**src/rtl/hwpe_ctrl_offload_master.sv**
```systemverilog
// rtl/hwpe_ctrl_offload_master.sv - HWPE control initiator: acquire with backoff, job register writes, trigger, completion wait
module hwpe_ctrl_offload_master #(
    parameter int          N_JOB_REGS     = 4,
    parameter logic [31:0] JOB_BASE_ADDR  = 32'h40,
    parameter logic [31:0] ACQUIRE_ADDR   = 32'h04,
    parameter logic [31:0] TRIGGER_ADDR   = 32'h00,
    parameter int          BACKOFF_CYCLES = 8,
    parameter int          MAX_RETRIES    = 15,
    parameter int          ID_WIDTH       = 16,
    parameter int          CORE_ID        = 0
) (
    input  logic                    clk_i,
    input  logic                    rst_ni,
    input  logic                    start_i,
    input  logic [N_JOB_REGS*32-1:0] job_regs_i,
    output logic                    busy_o,
    output logic                    done_o,
    output logic                    error_o,
    output logic [7:0]              job_id_o,
    input  logic                    evt_i,
    output logic                    req_o,
    output logic [31:0]             add_o,
    output logic                    wen_o,
    output logic [3:0]              be_o,
    output logic [31:0]             data_o,
    output logic [ID_WIDTH-1:0]     id_o,
    input  logic                    gnt_i,
    input  logic [31:0]             r_data_i,
    input  logic                    r_valid_i,
    input  logic [ID_WIDTH-1:0]     r_id_i
);
    localparam int KW = $clog2(N_JOB_REGS) + 1;
    localparam int RW = $clog2(MAX_RETRIES + 2);
    localparam int BW = $clog2(BACKOFF_CYCLES + 1);

    localparam logic [3:0] S_IDLE     = 4'd0;
    localparam logic [3:0] S_ACQ_REQ  = 4'd1;
    localparam logic [3:0] S_ACQ_RSP  = 4'd2;
    localparam logic [3:0] S_BACKOFF  = 4'd3;
    localparam logic [3:0] S_WR_REQ   = 4'd4;
    localparam logic [3:0] S_WR_RSP   = 4'd5;
    localparam logic [3:0] S_TRG_REQ  = 4'd6;
    localparam logic [3:0] S_TRG_RSP  = 4'd7;
    localparam logic [3:0] S_WAIT_EVT = 4'd8;

    logic [3:0]               state_q, state_d;
    logic                     busy_q, busy_d;
    logic                     done_q, done_d;
    logic                     error_q, error_d;
    logic [7:0]               job_id_q, job_id_d;
    logic                     req_q, req_d;
    logic [31:0]              add_q, add_d;
    logic                     wen_q, wen_d;
    logic [31:0]              data_q, data_d;
    logic [RW-1:0]            retry_q, retry_d;
    logic [BW-1:0]            bo_q, bo_d;
    logic [KW-1:0]            k_q, k_d;
    logic [N_JOB_REGS*32-1:0] job_q, job_d;
    logic                     evt_latch_q, evt_latch_d;

    logic                     rsp_ok;
    logic [KW-1:0]            k_inc;
    logic [31:0]              next_word;
    logic                     unused_rdata;

    assign rsp_ok       = r_valid_i && (r_id_i == ID_WIDTH'(CORE_ID));
    assign k_inc        = k_q + 1'b1;
    assign unused_rdata = ^r_data_i[30:8];

    always_comb begin
        next_word = '0;
        for (int i = 0; i < N_JOB_REGS; i++) begin
            if (k_inc == KW'(i)) next_word = job_q[i*32 +: 32];
        end
    end

    always_comb begin
        state_d     = state_q;
        busy_d      = busy_q;
        done_d      = 1'b0;
        error_d     = error_q;
        job_id_d    = job_id_q;
        req_d       = req_q;
        add_d       = add_q;
        wen_d       = wen_q;
        data_d      = data_q;
        retry_d     = retry_q;
        bo_d        = bo_q;
        k_d         = k_q;
        job_d       = job_q;
        evt_latch_d = evt_latch_q;
        case (state_q)
            S_IDLE: begin
                // done_q high means this cycle is the completion pulse; a start here is dropped
                if (start_i && !done_q) begin
                    state_d = S_ACQ_REQ;
                    job_d   = job_regs_i;
                    busy_d  = 1'b1;
                    retry_d = '0;
                    req_d   = 1'b1;
                    add_d   = ACQUIRE_ADDR;
                    wen_d   = 1'b1;
                end
            end
            S_ACQ_REQ: if (gnt_i) begin
                req_d   = 1'b0;
                state_d = S_ACQ_RSP;
            end
            S_ACQ_RSP: if (rsp_ok) begin
                if (r_data_i[31]) begin
                    if (retry_q == RW'(MAX_RETRIES)) begin
                        state_d = S_IDLE;
                        done_d  = 1'b1;
                        error_d = 1'b1;
                        busy_d  = 1'b0;
                    end else begin
                        retry_d = retry_q + 1'b1;
                        bo_d    = '0;
                        state_d = S_BACKOFF;
                    end
                end else begin
                    job_id_d = r_data_i[7:0];
                    k_d      = '0;
                    state_d  = S_WR_REQ;
                    req_d    = 1'b1;
                    add_d    = JOB_BASE_ADDR;
                    data_d   = job_q[31:0];
                    wen_d    = 1'b0;
                end
            end
            S_BACKOFF: begin
                if (bo_q == BW'(BACKOFF_CYCLES - 1)) begin
                    state_d = S_ACQ_REQ;
                    req_d   = 1'b1;
                    add_d   = ACQUIRE_ADDR;
                    wen_d   = 1'b1;
                end else begin
                    bo_d = bo_q + 1'b1;
                end
            end
            S_WR_REQ: if (gnt_i) begin
                req_d   = 1'b0;
                state_d = S_WR_RSP;
            end
            S_WR_RSP: if (rsp_ok) begin
                req_d = 1'b1;
                wen_d = 1'b0;
                if (k_q == KW'(N_JOB_REGS - 1)) begin
                    state_d = S_TRG_REQ;
                    add_d   = TRIGGER_ADDR;
                    data_d  = '0;
                end else begin
                    k_d     = k_inc;
                    state_d = S_WR_REQ;
                    add_d   = JOB_BASE_ADDR + (32'(k_inc) << 2);
                    data_d  = next_word;
                end
            end
            S_TRG_REQ: if (gnt_i) begin
                // events before this grant belong to a stale job; arm from here on
                req_d       = 1'b0;
                evt_latch_d = evt_i;
                state_d     = S_TRG_RSP;
            end
            S_TRG_RSP: begin
                evt_latch_d = evt_latch_q | evt_i;
                if (rsp_ok) state_d = S_WAIT_EVT;
            end
            S_WAIT_EVT: if (evt_i || evt_latch_q) begin
                state_d     = S_IDLE;
                done_d      = 1'b1;
                error_d     = 1'b0;
                busy_d      = 1'b0;
                evt_latch_d = 1'b0;
            end
            default: state_d = S_IDLE;
        endcase
    end

    always_ff @(posedge clk_i) begin
        if (!rst_ni) begin
            state_q     <= S_IDLE;
            busy_q      <= 1'b0;
            done_q      <= 1'b0;
            error_q     <= 1'b0;
            job_id_q    <= '0;
            req_q       <= 1'b0;
            add_q       <= '0;
            wen_q       <= 1'b1;
            data_q      <= '0;
            retry_q     <= '0;
            bo_q        <= '0;
            k_q         <= '0;
            job_q       <= '0;
            evt_latch_q <= 1'b0;
        end else begin
            state_q     <= state_d;
            busy_q      <= busy_d;
            done_q      <= done_d;
            error_q     <= error_d;
            job_id_q    <= job_id_d;
            req_q       <= req_d;
            add_q       <= add_d;
            wen_q       <= wen_d;
            data_q      <= data_d;
            retry_q     <= retry_d;
            bo_q        <= bo_d;
            k_q         <= k_d;
            job_q       <= job_d;
            evt_latch_q <= evt_latch_d;
        end
    end

    assign busy_o   = busy_q;
    assign done_o   = done_q;
    assign error_o  = error_q;
    assign job_id_o = job_id_q;
    assign req_o    = req_q;
    assign add_o    = add_q;
    assign wen_o    = wen_q;
    assign data_o   = data_q;
    assign be_o     = 4'hF;
    assign id_o     = ID_WIDTH'(CORE_ID);
endmodule

```
**config.mk**
```make
export PLATFORM = sky130hd
export DESIGN_NAME = hwpe_ctrl_offload_master
export DESIGN_NICKNAME = d
export VERILOG_FILES = /design/src/rtl/hwpe_ctrl_offload_master.sv
export SDC_FILE = /design/constraint.sdc
export NUM_CORES = 1
export LEC_CHECK = 0
export BUFFER_PORTS_ARGS = -buffer_cell sky130_fd_sc_hd__clkbuf_2
export CELL_PAD_IN_SITES_DETAIL_PLACEMENT = 1
export CELL_PAD_IN_SITES_GLOBAL_PLACEMENT = 2
export CORE_UTILIZATION = 30
export CTS_BUF_LIST = sky130_fd_sc_hd__clkbuf_8 sky130_fd_sc_hd__clkbuf_16
export CTS_CLUSTER_DIAMETER = 120
export DETAILED_ROUTE_END_ITERATION = 8
export GPL_ROUTABILITY_DRIVEN = 0
export PLACE_DENSITY_LB_ADDON = 0.1
export SLEW_MARGIN = 30
export SYNTH_ARGS = -nofsm -noshare
export SYNTH_HDL_FRONTEND = slang
export SYNTH_SLANG_ARGS = --single-unit
```
**constraint.sdc**
```tcl
create_clock -name clk_i -period 5.8 [get_ports clk_i]
set_input_delay 0.58 -clock clk_i [delete_from_list [all_inputs] [get_ports clk_i]]
set_output_delay 0.58 -clock clk_i [all_outputs]
set_load 0.05 [all_outputs]
```
=== After elaboration in Yosys (flattened, before gate mapping) ===
Cells that the tools add are included.

* Register bits: 222
* Input bits: 182
* Output and inout bits: 97
* Logic and storage cells: 149

* Add/sub/neg operators: 4
* Equal/unequal tests: 30
* Multiplexer cells: 71
* Bitwise gates (word level): 2
* Reduce and logical (&&, ||, !) cells: 28

{| class="wikitable"
|+ Operators with widths
! operator !! count
|-
| 32-bit two-way mux || 13
|-
| 32-bit one-hot mux with 4 select lines || 1
|-
| 32-bit one-hot mux with 2 select lines || 1
|-
| 4-bit two-way mux || 14
|-
| 4-bit one-hot mux with 9 select lines || 1
|-
| 2-bit inequality test, second input constant || 15
|-
| 1-bit two-way mux || 21
|-
| 4-bit by 3-bit equality test with 1-bit output, second input constant || 5
|-
| 5-bit two-way mux || 4
|-
| 5-bit AND reduction || 4
|-
| 16-bit logical NOT || 1
|-
| 3-bit two-way mux || 4
|-
| 6-bit AND reduction || 2
|-
| 5-bit one-hot mux with 2 select lines || 1
|-
| 3-bit by 2-bit equality test with 1-bit output, second input constant || 3
|-
| 9-bit AND reduction || 1
|-
| 7-bit by 5-bit adder with 8-bit output, first input constant || 1
|-
| 4-bit by 2-bit equality test with 1-bit output, second input constant || 2
|-
| 8-bit two-way mux || 1
|-
| 4-bit one-hot mux with 2 select lines || 1
|-
| 2-bit nonzero test || 4
|-
| 7-bit AND reduction || 1
|-
| 1-bit one-hot mux with 3 select lines || 2
|-
| 3-bit one-hot mux with 2 select lines || 1
|-
| other kinds (26) || 31
|}

=== Depth between registers and ports, before layout ===
Gate-level depths: netlist of run 1.

* Depth in word-level cells: 9
* Depth in mapped cells: 9
* Depth with buffers taken out: 8

=== Least setup slack after synthesis of run 1 ===
No wires, ideal clock.

* Path kind: input to register
* Start: input r_id_i[12]
* End: register retry_q[0]
* Setup time: 70 ps
* Arrival: 2102 ps
* Data required time: 5730 ps
* Path slack: 3628 ps
* Stages on the path: 5
* Buffers on the path: 0
* Cell sequence: or3_4 nand3b_4 o31a_1 or4_1 a21oi_1

* Word-level cells in the longest chain between the ends: 4

{| class="wikitable"
|+ RTL lines
! item !! line !! RTL
|-
| from (decl) || 30 || <nowiki>input logic [ID_WIDTH-1:0] r_id_i</nowiki>
|-
| 16-bit logical NOT || 66 || <nowiki>assign rsp_ok = r_valid_i && (r_id_i == ID_WIDTH'(CORE_ID));</nowiki>
|-
| 1-bit logical AND || 66 ||
|-
| 2-bit inequality test (no source line) || -- ||
|-
| 5-bit AND reduction (no source line) || -- ||
|-
| to (signal assigned) || 206 || <nowiki>retry_q <= retry_d;</nowiki>
|-
| to (decl) || 55 || <nowiki>logic [RW-1:0] retry_q, retry_d;</nowiki>
|}

Every way passes these cells.
A chain may end at the register's enable or synchronous reset.

=== Worst setup path in the final report of run 1 ===
* Start: register state_q[2]
* End: register job_q[14]

* Word-level cells in the longest chain between the ends: 2

{| class="wikitable"
|+ RTL lines
! item !! line !! RTL
|-
| from (decl) || 46 || <nowiki>logic [3:0] state_q, state_d;</nowiki>
|-
| from (signal assigned) || 197 || <nowiki>state_q <= state_d;</nowiki>
|-
| 4-bit logical NOT || 92 || <nowiki>case (state_q)</nowiki>
|-
| 2-bit AND reduction (no source line) || -- ||
|-
| to (signal assigned) || 209 || <nowiki>job_q <= job_d;</nowiki>
|-
| to (decl) || 58 || <nowiki>logic [N_JOB_REGS*32-1:0] job_q, job_d;</nowiki>
|}

Every way passes these cells.

==> results_dict.tcl, run 1 <==
set metrics [dict create \
    status "complete, no violations" \
    htreeDepth 4 \
    post-synth-top-count-cell "nand2_1" \
    required_ps 6160 \
    cts-root-buf "clkbuf_16" \
    numCtsBuffers 17 \
    p_leak_uw 0.00419 \
    crit_type "reg -> reg" \
    synth-edff-count 0 \
    min-delay-path-class "in -> reg" \
    cts_resized 0 \
    clockBufferDepth 2 \
    multi_input_area_mm2 0.00469 \
    yosysSeqAreaShare_pct 42.4 \
    area_growth_pct 18.2 \
    path_buf_inv 1 \
    fin_cells 1763 \
    slew_viol_final 0 \
    synth_area_leaders "dfxtp_1, nand2_1, a21oi_1" \
    critical_path.max_fanout 71 \
    yosys_warnings 0 \
    ys_ff_latch 194 \
    place_inst 1730 \
    synth_cell_types 63 \
    clock_skew_ps 13.8 \
    max_freq_mhz 323 \
    fin_crit_sh_pct 53.4 \
    cts_tree "built" \
    max-vdd-ir-drop_v 0.000189 \
    drtPass1Iterations 4 \
    power_density_mw_per_mm2 349 \
    final-seq-area_mm2 0.00388 \
    grtUsageMet2_pct 32.2 \
    io_buffers 207 \
    critPathMaxStageDelay_ps 820 \
    clk_latency_ps 440 \
    worst_pin_slew_ps 884 \
    cts.sinks 194 \
    drtIter0Drc 413 \
    synthTopCellsByCount "nand2_1, dfxtp_1, a21oi_1" \
    netlist_area_mm2 0.00916 \
    cp_common_cell "nand2_1" \
    critical_path.top_delay_family "simple AND/OR/NAND/NOR gates" \
    ant_nets 0 \
    slew_headroom_pct 41.1 \
    core_mm2 0.0299 \
    synth-main-ff-cell "dfxtp_1" \
    path_clk_slew_ps 80 \
    post-route-drc-count 0 \
    rows 63 \
    grt_pass1_vias 8542 \
    synthArstFlopShare_pct 0 \
    die_h_um 177 \
    use_met3_pct 3.48 \
    num_vias 8671 \
    fp.dieArea_mm2 0.0312 \
    slowest_stage "dfxtp_1" \
    wl_per_cell_um 17.1 \
    diodes 0 \
    yosys.area.top_type "dfxtp_1" \
    worst_setup_path_start_kind "flop" \
    overflow 0 \
    ioPinCount 279 \
    cap_violations 0 \
    grt_max_degree 122 \
    endpoint_kind "flop" \
    worst_ep_arrival_time_ps 3450 \
    power_uw 3780 \
    num-nets-final 1553 \
    postSynthAreaPerCell_um2 7.49 \
    holdBufCountCts 0 \
    wirelength_um 30200 \
    period_minus_slack_ps 3100 \
    hpwl_um 19700 \
    setup-violations-final 0 \
    cts_setup_buffers 0 \
    start_util_pct 30.7 \
    via_per_inst 4.92 \
    rsz0062_at_grt "false" \
    syn_inst 1223 \
    met1_usage_pct 26.4 \
    busiest_layer "met2" \
    nFillCells 3754 \
    fin_setup_tns_ps 0 \
    antenna_found_initial 1 \
    path_cells "nor2_1, nand2_1, or2_4, buf_4, nand2_1, a21oi_1" \
    finalHoldViolCount 0 \
    yosysTopAreaCellShare_pct 42.4 \
    grt_usage_pct 19.5 \
    grt_pass1_wl_um 47300 \
    drive_above_1_share_pct 19.7 \
    die_x_um 177 \
]
==> stage by stage <==
step / hold slack [ps] / cell area (µm²) / utilization [%] / setup WS (ps)
detailed placement: 447 / 10200 / 34.2 / 2630
floorplan: 435 / 9330 / - / 3630
global route: 331 / 10800 / 36.2 / 2410
CTS: 328 / 10800 / 36.1 / 2670
finish: 350 / 10800 / 36.2 / 2700
global placement: 444 / 10200 / 34.2 / 2720
==> kinds of logic (layout without fill, tap and decap cells) <==
family,after synthesis,count (layout),share of synthesized area (%)
AOI/OAI and AO/OA,317,317,21.3
xor gates and xnor gates,2,2,0.191
adders and majority gates,10,10,1.37
muxes,5,5,0.546
buffers and inverters,160,264,8.72
other,2,48,0.0820
DFF,194,194,42.4
and+or+nand+nor,533,533,25.4
==> where the power goes <==
part           switching, µW  internal (µW)  leakage [µW]
Sequential               129           1520       0.00158
Combinational            674            305       0.00234
Clock                    582            576      0.000271
==> cells in the final DEF (no fill, tap or decap), types with 7 or more instances in the layout <==
| master | synthesis | final |
|---|---|---|
| a32oi_1 | 32 | 32 |
| a21oi_1 | 140 | 140 |
| dfxtp_1 | 194 | 194 |
| inv_1 | 12 | 12 |
| clkbuf_2 | 0 | 207 |
| o211ai_1 | 34 | 34 |
| clkbuf_16 | 0 | 17 |
| nor2b_1 | 37 | 37 |
| o22ai_1 | 7 | 7 |
| ha_1 | 10 | 7 |
| o21ai_0 | 50 | 50 |
| buf_4 | 49 | 10 |
| conb_1 | 2 | 48 |
| nor2_1 | 47 | 45 |
| a211oi_1 | 34 | 34 |
| nand3_1 | 18 | 18 |
| nand2_1 | 385 | 385 |
==> worst register-to-register path: cells and delay by family, from the launching register on <==
| kind | cells | cell delay (ps) |
|---|---|---|
| AOI/OAI and AO/OA | 1 | 160 |
| DFF | 1 | 820 |
| and+or+nand+nor | 4 | 1320 |
| buffers and inverters | 1 | 720 |
==> sequential cells by signal, summed over array words and instances, names as in the netlist <==
register and count:
job_q 128, data_o 32, job_id_o 8, retry_q 5
add_o 4, bo_q 4, state_q 4, k_q 3
busy_o 1, done_o 1, error_o 1, evt_latch_q 1
req_o 1, wen_o 1
==> final cells by class <==
| class | instances | share of cell area (%) |
|---|---|---|
| Sequential cell | 194 | 35.9 |
| Tap cell | 390 | 4.51 |
| Clock buffer | 18 | 4.06 |
| Timing Repair Buffer | 219 | 10.6 |
| Clock inverter | 13 | 1.09 |
| Inverter | 14 | 0.555 |
| Multi-Input combinational cell | 915 | 43.3 |
==> final timing paths <==
kind                            slack, ps   endpoint  depth (start not counted)            from
worst max-delay path                 2700  job_q[14]                          6      state_q[2]
worst min-delay path                  350  job_q[11]                          3  job_regs_i[11]
worst max register to register       2700  job_q[14]                          6      state_q[2]
worst min register to register        460  job_q[75]                          2       job_q[75]
==> layer usage <==
layer	share of wire [%]	wire, µm
met1	48	14600
met4	0.68	206
met2	47	14200
met3	3.8	1130
met5	0.056	17
Note: power is estimated with default switching activity, not from simulation.
==> inputs of run 2 (changes only) <==
- CORE_UTILIZATION: 30 -> 26
- clock period: 5.8 -> 2.8 ns (I/O delays scaled with it)
==> run 2 against run 1 <==
- non-clock buffer count grew 18
- via count up 0.29%
- first-iteration DRC count shrank 5.1%
- flip-flop and latch count did not move
- total power rose by 110%
- setup slack lost 2200 ps
- fmax increased by 34%
==> results_dict.tcl, run 2 (synthesized netlist as in run 1, its figures left out) <==
set metrics [dict create \
    endpoint_kind "flop" \
    largest_reg_flops 128 \
    rows 68 \
    slew_headroom_pct 42.7 \
    rsz0062_at_grt "false" \
    reg2reg_slack_ps 490 \
    overflow 0 \
    clock_skew_ps 14.4 \
    fin_cells 1848 \
    start_util_pct 26.4 \
    slowest_stage "or4_1" \
    nFillCells 4281 \
    period_minus_slack_ps 2310 \
    timing.rr.end "retry_q[0]" \
    hold_depth 3 \
    die_x_um 190 \
    setup-violations-final 0 \
    path_buf_inv 0 \
    final_common_cell "nand2_1" \
    die_h_um 190 \
    fin_setup_tns_ps 0 \
    hpwl_um 21600 \
    post-route-drc-count 0 \
    cp_common_cell "ha_1" \
    wl_per_cell_um 17.2 \
    grt_pass1_wl_um 49700 \
    cap_violations 0 \
    p_leak_uw 0.00433 \
    crit_type "reg -> reg" \
    cts_setup_buffers 0 \
    wirelength_um 31800 \
    max_freq_mhz 434 \
    final-seq-area_mm2 0.00388 \
    antenna_found_initial 1 \
    io_buffers 207 \
    ant_nets 0 \
    worst_setup_path_start_kind "flop" \
    hold_end "job_q[63]" \
    finalHoldViolCount 0 \
    drtPass1Iterations 4 \
    r2r-start "retry_q[0]" \
    hold_start "job_regs_i[63]" \
    area_growth_pct 21.8 \
    critPathMaxStageDelay_ps 500 \
    grt_usage_pct 18.0 \
    worst_hold_slack_ps 46.7 \
    htreeDepth 4 \
    clk_latency_ps 450 \
    cts_resized 0 \
    fin_crit_sh_pct 82.3 \
    grt_pass1_vias 8700 \
    num_vias 8696 \
    cts-root-buf "clkbuf_16" \
    place_inst 1815 \
    worst_ep_arrival_time_ps 2670 \
    critical_path.top_delay_family "simple AND/OR/NAND/NOR gates" \
    holdBufCountCts 0 \
    core_mm2 0.0346 \
    drive_above_1_share_pct 20.8 \
    max-vdd-ir-drop_v 0.000444 \
    ioPinCount 279 \
    r2r_cells 7 \
    via_per_inst 4.71 \
    path_cells "ha_1, and3_1, ha_1, nand2b_1, o31a_1, or4_1, a21oi_1" \
    drtIter0Drc 392 \
    min-delay-path-class "in -> reg" \
    fp.dieArea_mm2 0.0360 \
    slew_viol_final 0 \
    grt_max_degree 98 \
    numCtsBuffers 17 \
    largest_register "job_q" \
    power_density_mw_per_mm2 721 \
    clockBufferDepth 2 \
    path_clk_slew_ps 80 \
    final_cell_mix "nand2_1, clkbuf_2, dfxtp_1" \
    multi_input_area_mm2 0.00469 \
    status "complete, no violations" \
    cts.sinks 194 \
    critical_path.max_fanout 9 \
    num-nets-final 1571 \
    cts_tree "built" \
    required_ps 3170 \
    worst_pin_slew_ps 860 \
]
## run 2: worst max path at each step
stage | startpoint | to | slack, ps | cells past startpoint
final | retry_q[0] | retry_q[0] | 490 | 7
after global routing | state_q[2] | state_q[1] | 400 | 6
after CTS | retry_q[0] | retry_q[0] | 500 | 7
after detailed placement | r_id_i[1] | wen_o | 510 | 6
after global placement | r_id_i[1] | wen_o | 540 | 6
after floorplan | retry_q[0] | retry_q[0] | 780 | 7
## run 2: through the flow
stage / util (%) / setup slack, ps / area (µm²) / power [µW]
floorplan: - / 781 / 9330 / 4980
global placement: 30.5 / 542 / 10600 / 5640
detailed placement: 30.5 / 512 / 10600 / 5680
CTS: 32.2 / 502 / 11200 / 8200
global route: 32.2 / 398 / 11200 / 8560
finish: 32.2 / 495 / 11200 / 8050
## run 2: final cells by class
class / count / area share (%)
multi-input combinational: 915 / 42.0
clock inverter: 11 / 0.886
clock buffer: 21 / 4.31
tap: 455 / 5.10
sequential: 194 / 34.8
antenna: 1 / 0.0224
timing repair buffer: 237 / 12.3
inverter: 14 / 0.516
## run 2: worst reg2reg max path, cell delays in order (launching register included)
cell and delay, ps:
dfxtp_1 330, ha_1 210, and3_1 190, ha_1 250, nand2b_1 220, o31a_1 380, or4_1 500, a21oi_1 150
## run 2: metal layers
layer,vias up,wire length [µm],track usage (%)
met3,22,1090,3.08
met4,0,462,5.49
met5,-,0,0
met1,4119,15200,23.7
li1,4386,-,-
met2,169,15000,29.7
## run 2: power by group
part | internal, µW | total (µW) | switching, µW
Sequential | 3140 | 3380 | 240
Combinational | 720 | 2180 | 1460
Clock | 1330 | 2490 | 1160
